`src/rtl/fpu_ss_pkg.sv`:
```
// Shared types for the FPU subsystem core-side offload path.
//
// Contents:
//   FPU_XLEN       integer operand width carried in acc_q_req_t
//   acc_prd_req_t  predecode request: instruction word offered to the predecoder
//   acc_prd_rsp_t  predecode response: accept / writeback / mem-op / operand usage
//   issue_state_e  offload issuer FSM states
//   acc_q_req_t    payload of an offload request {instr, rs, wb, mem}
package fpu_ss_pkg;

    localparam int unsigned FPU_XLEN = 32;

    typedef struct packed {
        logic [31:0] q_instr_data;
    } acc_prd_req_t;

    typedef struct packed {
        logic       p_accept;
        logic       p_writeback;
        logic       p_is_mem_op;
        logic [2:0] p_use_rs;     // bit0 = rs1
    } acc_prd_rsp_t;

    typedef enum logic [2:0] {
        IDLE  = 3'd0,
        PRD   = 3'd1,
        OPS   = 3'd2,
        ISSUE = 3'd3,
        ILL   = 3'd4
    } issue_state_e;

    typedef struct packed {
        logic [31:0]           instr;
        logic [3*FPU_XLEN-1:0] rs;   // rs1 in the LSBs
        logic                  wb;
        logic                  mem;
    } acc_q_req_t;

endpackage

```
`src/rtl/fpu_ss_offload_issuer_wb_tracker.sv`:
```
// fpu_ss_wb_tracker: counts offloads that still owe an integer writeback.
//
// Ports:
//   clk, rst_n    clock, asynchronous active-low reset
//   inc           one writeback-producing offload was issued this cycle
//   dec           one writeback completed this cycle
//   count         current number of outstanding writebacks
//   credit_avail  count < MAX_WB_OUTSTANDING
//
// A decrement at count 0 is dropped, so a spurious completion cannot
// underflow. An increment at the maximum is dropped as well; the issuer never
// requests one because it stalls while no credit is available.
// MAX_WB_OUTSTANDING must be at least 1.
module fpu_ss_wb_tracker #(
    parameter int unsigned MAX_WB_OUTSTANDING = 4
) (
    input  logic                                      clk,
    input  logic                                      rst_n,
    input  logic                                      inc,
    input  logic                                      dec,
    output logic [$clog2(MAX_WB_OUTSTANDING+1)-1:0]   count,
    output logic                                      credit_avail
);

    localparam int unsigned CW = $clog2(MAX_WB_OUTSTANDING + 1);
    localparam logic [CW-1:0] MAX_CNT = CW'(MAX_WB_OUTSTANDING);

    logic dec_eff;

    assign dec_eff      = dec && (count != '0);
    assign credit_avail = (count < MAX_CNT);

    always_ff @(posedge clk or negedge rst_n) begin
        if (!rst_n) begin
            count <= '0;
        end else if (inc && !dec_eff) begin
            if (count != MAX_CNT) begin
                count <= count + 1'b1;
            end
        end else if (dec_eff && !inc) begin
            count <= count - 1'b1;
        end
    end

endmodule

```
`src/rtl/fpu_ss_offload_issuer.sv`:
```
// fpu_ss_offload_issuer: core-side initiator of the accelerator
// predecode/offload interface. One instruction is in flight at a time:
// IDLE -> PRD (predecode) -> OPS (wait operands + writeback credit)
// -> ISSUE (valid/ready offload), or PRD -> ILL (one-cycle illegal pulse).
//
// Optional feature macro: FPU_SS_ISSUE_FLUSH_EN adds flush_i, which abandons
// the in-flight instruction and returns to IDLE.
//
// Ports:
//   clk_i, rst_ni             clock, asynchronous active-low reset
//   flush_i                   (FPU_SS_ISSUE_FLUSH_EN only) drop in-flight instruction
//   instr_valid_i/ready_o     instruction handshake from core decode
//   instr_data_i              instruction word
//   rs_i, rs_valid_i          integer operands rs1..rs3 (rs1 in LSBs) and valids
//   illegal_o                 one-cycle pulse when predecoder rejects
//   prd_req_o, prd_rsp_i      predecoder request / combinational response
//   acc_q_valid_o/ready_i     offload request handshake
//   acc_q_instr_o, acc_q_rs_o offload payload (unused operands are zero)
//   acc_q_wb_o, acc_q_mem_o   writeback / memory-op flags of the request
//   acc_p_valid_i             one writeback completed
//   wb_pending_o              outstanding writeback count
//   busy_o                    FSM is not IDLE
//
// Handshakes: a transfer happens on a rising clock edge where valid and ready
// are both high. Once acc_q_valid_o rises, it and the payload stay stable
// until that edge.
module fpu_ss_offload_issuer
    import fpu_ss_pkg::*;
#(
    parameter int unsigned MAX_WB_OUTSTANDING = 4,
    // acc_q_req_t carries FPU_XLEN-wide operands; XLEN must match it.
    parameter int unsigned XLEN               = FPU_XLEN
) (
    input  logic                                     clk_i,
    input  logic                                     rst_ni,
`ifdef FPU_SS_ISSUE_FLUSH_EN
    input  logic                                     flush_i,
`endif
    input  logic                                     instr_valid_i,
    output logic                                     instr_ready_o,
    input  logic [31:0]                              instr_data_i,
    input  logic [3*XLEN-1:0]                        rs_i,
    input  logic [2:0]                               rs_valid_i,
    output logic                                     illegal_o,
    output acc_prd_req_t                             prd_req_o,
    input  acc_prd_rsp_t                             prd_rsp_i,
    output logic                                     acc_q_valid_o,
    input  logic                                     acc_q_ready_i,
    output logic [31:0]                              acc_q_instr_o,
    output logic [3*XLEN-1:0]                        acc_q_rs_o,
    output logic                                     acc_q_wb_o,
    output logic                                     acc_q_mem_o,
    input  logic                                     acc_p_valid_i,
    output logic [$clog2(MAX_WB_OUTSTANDING+1)-1:0]  wb_pending_o,
    output logic                                     busy_o
);

    issue_state_e state_q, state_d;

    logic [31:0]       instr_q;
    logic              wb_q;
    logic              mem_q;
    logic [2:0]        use_rs_q;
    acc_q_req_t        req_q;

    logic              credit_avail;
    logic              ops_done;
    logic              issue_hs;
    logic [3*XLEN-1:0] rs_masked;
    logic              flush;

`ifdef FPU_SS_ISSUE_FLUSH_EN
    assign flush = flush_i;
`else
    assign flush = 1'b0;
`endif

    // Operands not used by the instruction are forced to zero so the
    // accelerator never sees stale register values.
    always_comb begin
        rs_masked = '0;
        for (int i = 0; i < 3; i++) begin
            if (use_rs_q[i]) begin
                rs_masked[i*XLEN +: XLEN] = rs_i[i*XLEN +: XLEN];
            end
        end
    end

    assign ops_done = ((rs_valid_i & use_rs_q) == use_rs_q) && (!wb_q || credit_avail);
    assign issue_hs = (state_q == ISSUE) && acc_q_ready_i;

    always_comb begin
        state_d = state_q;
        case (state_q)
            IDLE:    if (instr_valid_i) state_d = PRD;
            PRD:     state_d = prd_rsp_i.p_accept ? OPS : ILL;
            OPS:     if (ops_done) state_d = ISSUE;
            ISSUE:   if (acc_q_ready_i) state_d = IDLE;
            ILL:     state_d = IDLE;
            default: state_d = IDLE;
        endcase
        // A flush that coincides with the issue handshake loses to it: the
        // request has already been accepted by the accelerator.
        if (flush && (state_q != IDLE) && !issue_hs) begin
            state_d = IDLE;
        end
    end

    always_ff @(posedge clk_i or negedge rst_ni) begin
        if (!rst_ni) begin
            state_q  <= IDLE;
            instr_q  <= '0;
            wb_q     <= 1'b0;
            mem_q    <= 1'b0;
            use_rs_q <= '0;
            req_q    <= '0;
        end else begin
            state_q <= state_d;
            if ((state_q == IDLE) && instr_valid_i) begin
                instr_q <= instr_data_i;
            end
            if (state_q == PRD) begin
                wb_q     <= prd_rsp_i.p_writeback;
                mem_q    <= prd_rsp_i.p_is_mem_op;
                use_rs_q <= prd_rsp_i.p_use_rs;
            end
            // Payload is frozen on OPS exit and held through ISSUE.
            if ((state_q == OPS) && ops_done) begin
                req_q.instr <= instr_q;
                req_q.rs    <= rs_masked;
                req_q.wb    <= wb_q;
                req_q.mem   <= mem_q;
            end
        end
    end

    fpu_ss_wb_tracker #(
        .MAX_WB_OUTSTANDING (MAX_WB_OUTSTANDING)
    ) u_wb_tracker (
        .clk          (clk_i),
        .rst_n        (rst_ni),
        .inc          (issue_hs && req_q.wb),
        .dec          (acc_p_valid_i),
        .count        (wb_pending_o),
        .credit_avail (credit_avail)
    );

    // Ready is masked while reset is asserted so every output reads zero.
    assign instr_ready_o          = rst_ni && (state_q == IDLE);
    assign illegal_o              = (state_q == ILL) && !flush;
    assign prd_req_o.q_instr_data = instr_q;
    assign acc_q_valid_o          = (state_q == ISSUE);
    assign acc_q_instr_o          = req_q.instr;
    assign acc_q_rs_o             = req_q.rs;
    assign acc_q_wb_o             = req_q.wb;
    assign acc_q_mem_o            = req_q.mem;
    assign busy_o                 = (state_q != IDLE);

endmodule

```
`config.mk`:
```
export PLATFORM = sky130hd
export DESIGN_NAME = fpu_ss_offload_issuer
export DESIGN_NICKNAME = d
export VERILOG_FILES = /design/src/rtl/fpu_ss_pkg.sv /design/src/rtl/fpu_ss_offload_issuer_wb_tracker.sv /design/src/rtl/fpu_ss_offload_issuer.sv
export SDC_FILE = /design/constraint.sdc
export NUM_CORES = 1
export LEC_CHECK = 0
export CORE_ASPECT_RATIO = 0.8
export CORE_UTILIZATION = 39
export DETAILED_ROUTE_END_ITERATION = 10
export PLACE_DENSITY = 0.8
export SLEW_MARGIN = 20
export SYNTH_ARGS = -nofsm -noshare
export SYNTH_HDL_FRONTEND = slang
export SYNTH_SLANG_ARGS = --single-unit
```
`constraint.sdc`:
```
create_clock -name clk_i -period 2.27 [get_ports clk_i]
set_clock_uncertainty 0.15 [all_clocks]
set_input_delay 0.454 -clock clk_i [delete_from_list [all_inputs] [get_ports clk_i]]
set_output_delay 0.454 -clock clk_i [all_outputs]
set_load 0.02 [all_outputs]
```
==> flow_metrics.tcl <==
set metrics [dict create \
    status "completed" \
    clockRootBuffer "clkbuf_16" \
    slew_viol_final 0 \
    syn_avg_cell_area_um2 11.9 \
    finalHoldViolations 0 \
    netlist_area_um2 7310 \
    nNetsFinal 1082 \
    synth_edf_count 0 \
    startpoint_type "flop" \
    antenna_found_initial 1 \
    cp.required_ps 1670 \
    syn_inst 614 \
    antennaDiodeCount 0 \
    holdBufCountCts 0 \
    relSlewSlack_pct 34.0 \
    wl_met3_mm 1.75 \
    fmax_ghz 0.442 \
    p_per_area_nw_per_um2 1380 \
    seqCellArea_um2 4330 \
    rows 44 \
    grt_overflow 0 \
    netlist.area_leader.share_pct 59.2 \
    drt_first_pass_iters 4 \
    critPathKind "flop to primary output" \
    grt_max_degree 174 \
    synth.most_common_cell "dfrtp_1" \
    hp-class "input port to asynchronous set/reset pin" \
    clk-insertion-delay-late_ps 420 \
    cts_buffers 17 \
    wire_per_inst_um 16.1 \
    design.core.area_um2 18200 \
    fin_crit_ps 2260 \
    reg2regPathDepth 6 \
    end_kind "primary output" \
    worst_slack_ps 8.93 \
    highest_layer "met5" \
    synthTopCellsByCount "dfrtp_1 (173), inv_1 (101), nand2_1 (100)" \
    worst_pin_slew_ps 990 \
    remaining_drc_errors 0 \
    multi_input_area_um2 2470 \
    holdWs_ps 11.8 \
    num-fill-cells 1435 \
    wl_met2_mm 8.81 \
    cts_sinks 173 \
    drt-met1-wl_mm 8.48 \
    clock_path_buffers 2 \
    grt.total_usage_pct 20.9 \
    synth_fp_nets 757 \
    place_ws_ps -175 \
    cts_tree "yes" \
    numPortBuffers 310 \
    yosys.area.top_type "dfrtp_1" \
    die_h_um 124 \
    ys_top_cells_by_area "dfrtp_1 (59%), mux2i_1 (13%), mux2_2 (10%), inv_1 (5.2%), nand2_1 (5.1%)" \
    detail-route-antenna-nets 0 \
    rsz0062_at_grt "yes" \
    p_leak_nw 4.89 \
    htreeDepth 4 \
    ys_ff_latch 173 \
    fp.dieArea_um2 19300 \
    gp_congestion 0.824 \
    setup_violations 0 \
    viasPerCell 4.60 \
    synth_ff_type "dfrtp_1" \
    grt_pass1_vias 5945 \
    p_total_mw 15.9 \
    grt_pass1_wl_mm 31.4 \
    synth-async-reset-ratio_pct 100 \
    finalCritPeriodShare_pct 99.6 \
    cp_data_arrival_time_ps 1660 \
    drive_gt1_share_pct 14.9 \
    dp.cells 1168 \
    path_max_fanout 7 \
    ys_warn_count 0 \
    drt_wl_total_mm 19.4 \
    path_clk_slew_ps 70 \
    fin_cells 1205 \
    io_pins 311 \
    synth_cell_types 37 \
    ir_drop_mv 0.808 \
    dp_hpwl_mm 13.5 \
    drtIter0Drc 258 \
    drv_cap 0 \
    ys_seq_area_share_pct 59.2 \
    routed-via-count 5549 \
    area_growth_pct 57.7 \
    start_util_pct 40.1 \
    die_x_um 155 \
]
## sequential cells by signal, summed over array words and instances, names as in the netlist
name / cells
acc_q_rs_o: 96
acc_q_instr_o: 32
prd_req_o: 32
state_q: 3
u_wb_tracker.count: 3
use_rs_q: 3
acc_q_mem_o: 1
acc_q_wb_o: 1
mem_q: 1
wb_q: 1
## timing repair
action                     4_1_cts  5_1_grt
gates cloned                     1        2
setup buffers                    2        0
gates resized for setup         11        5
pin swaps                        0        2
setup endpoints to repair       10       52
## power by group
group / switching, mW / internal, mW
logic: 3.90 / 3.99
registers: 0.759 / 4.38
clock network: 1.28 / 1.60
total: 5.93 / 9.97
## cell type report
class | count | area share (%)
Inverter | 102 | 3.32
Sequential cell | 173 | 37.6
Clock inverter | 13 | 1.14
Multi-Input combinational cell | 308 | 21.4
Clock buffer | 19 | 3.93
Timing Repair Buffer | 337 | 29.8
Tap cell | 253 | 2.75
## stage by stage
step           cell area, µm²  util (%)  TNS (ps)
6_report                11500      63.2         0
3_3_place_gp            10800      59.5     -9030
2_1_floorplan            7340         -     -67.3
4_1_cts                 11500      63.0      -262
3_5_place_dp            10800      59.5    -14190
5_1_grt                 11500      63.2      -874
## logic make-up after synthesis
kind of cell | share of synthesized area, %
and+or+nand+nor | 7.40
DFF | 59.2
muxes | 24.1
xor gates and xnor gates | 0.120
AOI/OAI and AO/OA | 1.40
buffers and inverters | 7.50
adders and majority gates | 0.274
## per-layer routing
metal | GRT usage [%] | vias up
li1 | - | 2618
met1 | 26.9 | 2685
met2 | 32.9 | 215
met3 | 7.97 | 29
met4 | 5.71 | 2
met5 | 0 | -
## worst max-delay path, stage by stage, from the launching register on
cell             delay (ps)
dfrtp_2                 450
or3_1                   420
nor2_1                  110
clkdlybuf4s15_2         260
## placed cells by master (no fill, tap or decap), types with 3 or more instances in the layout
| master | count |
|---|---|
| clkinv_4 | 5 |
| nand2_1 | 100 |
| clkdlybuf4s50_1 | 305 |
| mux2_2 | 64 |
| mux2i_1 | 98 |
| dfrtp_1 | 171 |
| clkbuf_16 | 19 |
| nor2b_1 | 5 |
| mux2_1 | 4 |
| buf_4 | 17 |
| buf_12 | 6 |
| inv_1 | 100 |
| nor2_1 | 3 |
## path summary, 6_finish.rpt
check                                             start  slack [ps]                             to
min reg2reg                acc_q_instr_o[7]$_DFFE_PN0P_         340   acc_q_instr_o[7]$_DFFE_PN0P_
min in group clk_i         acc_q_instr_o[7]$_DFFE_PN0P_         340   acc_q_instr_o[7]$_DFFE_PN0P_
max in group asynchronous                        rst_ni        1170       prd_req_o[2]$_DFFE_PN0P_
min                                              rst_ni          10     acc_q_rs_o[72]$_DFFE_PN0P_
max reg2reg                      state_q[1]$_DFFE_PN0P_          50  acc_q_instr_o[31]$_DFFE_PN0P_
max                              state_q[0]$_DFFE_PN0P_           9                  instr_ready_o
No activity file was read; power rests on OpenSTA's default activity.
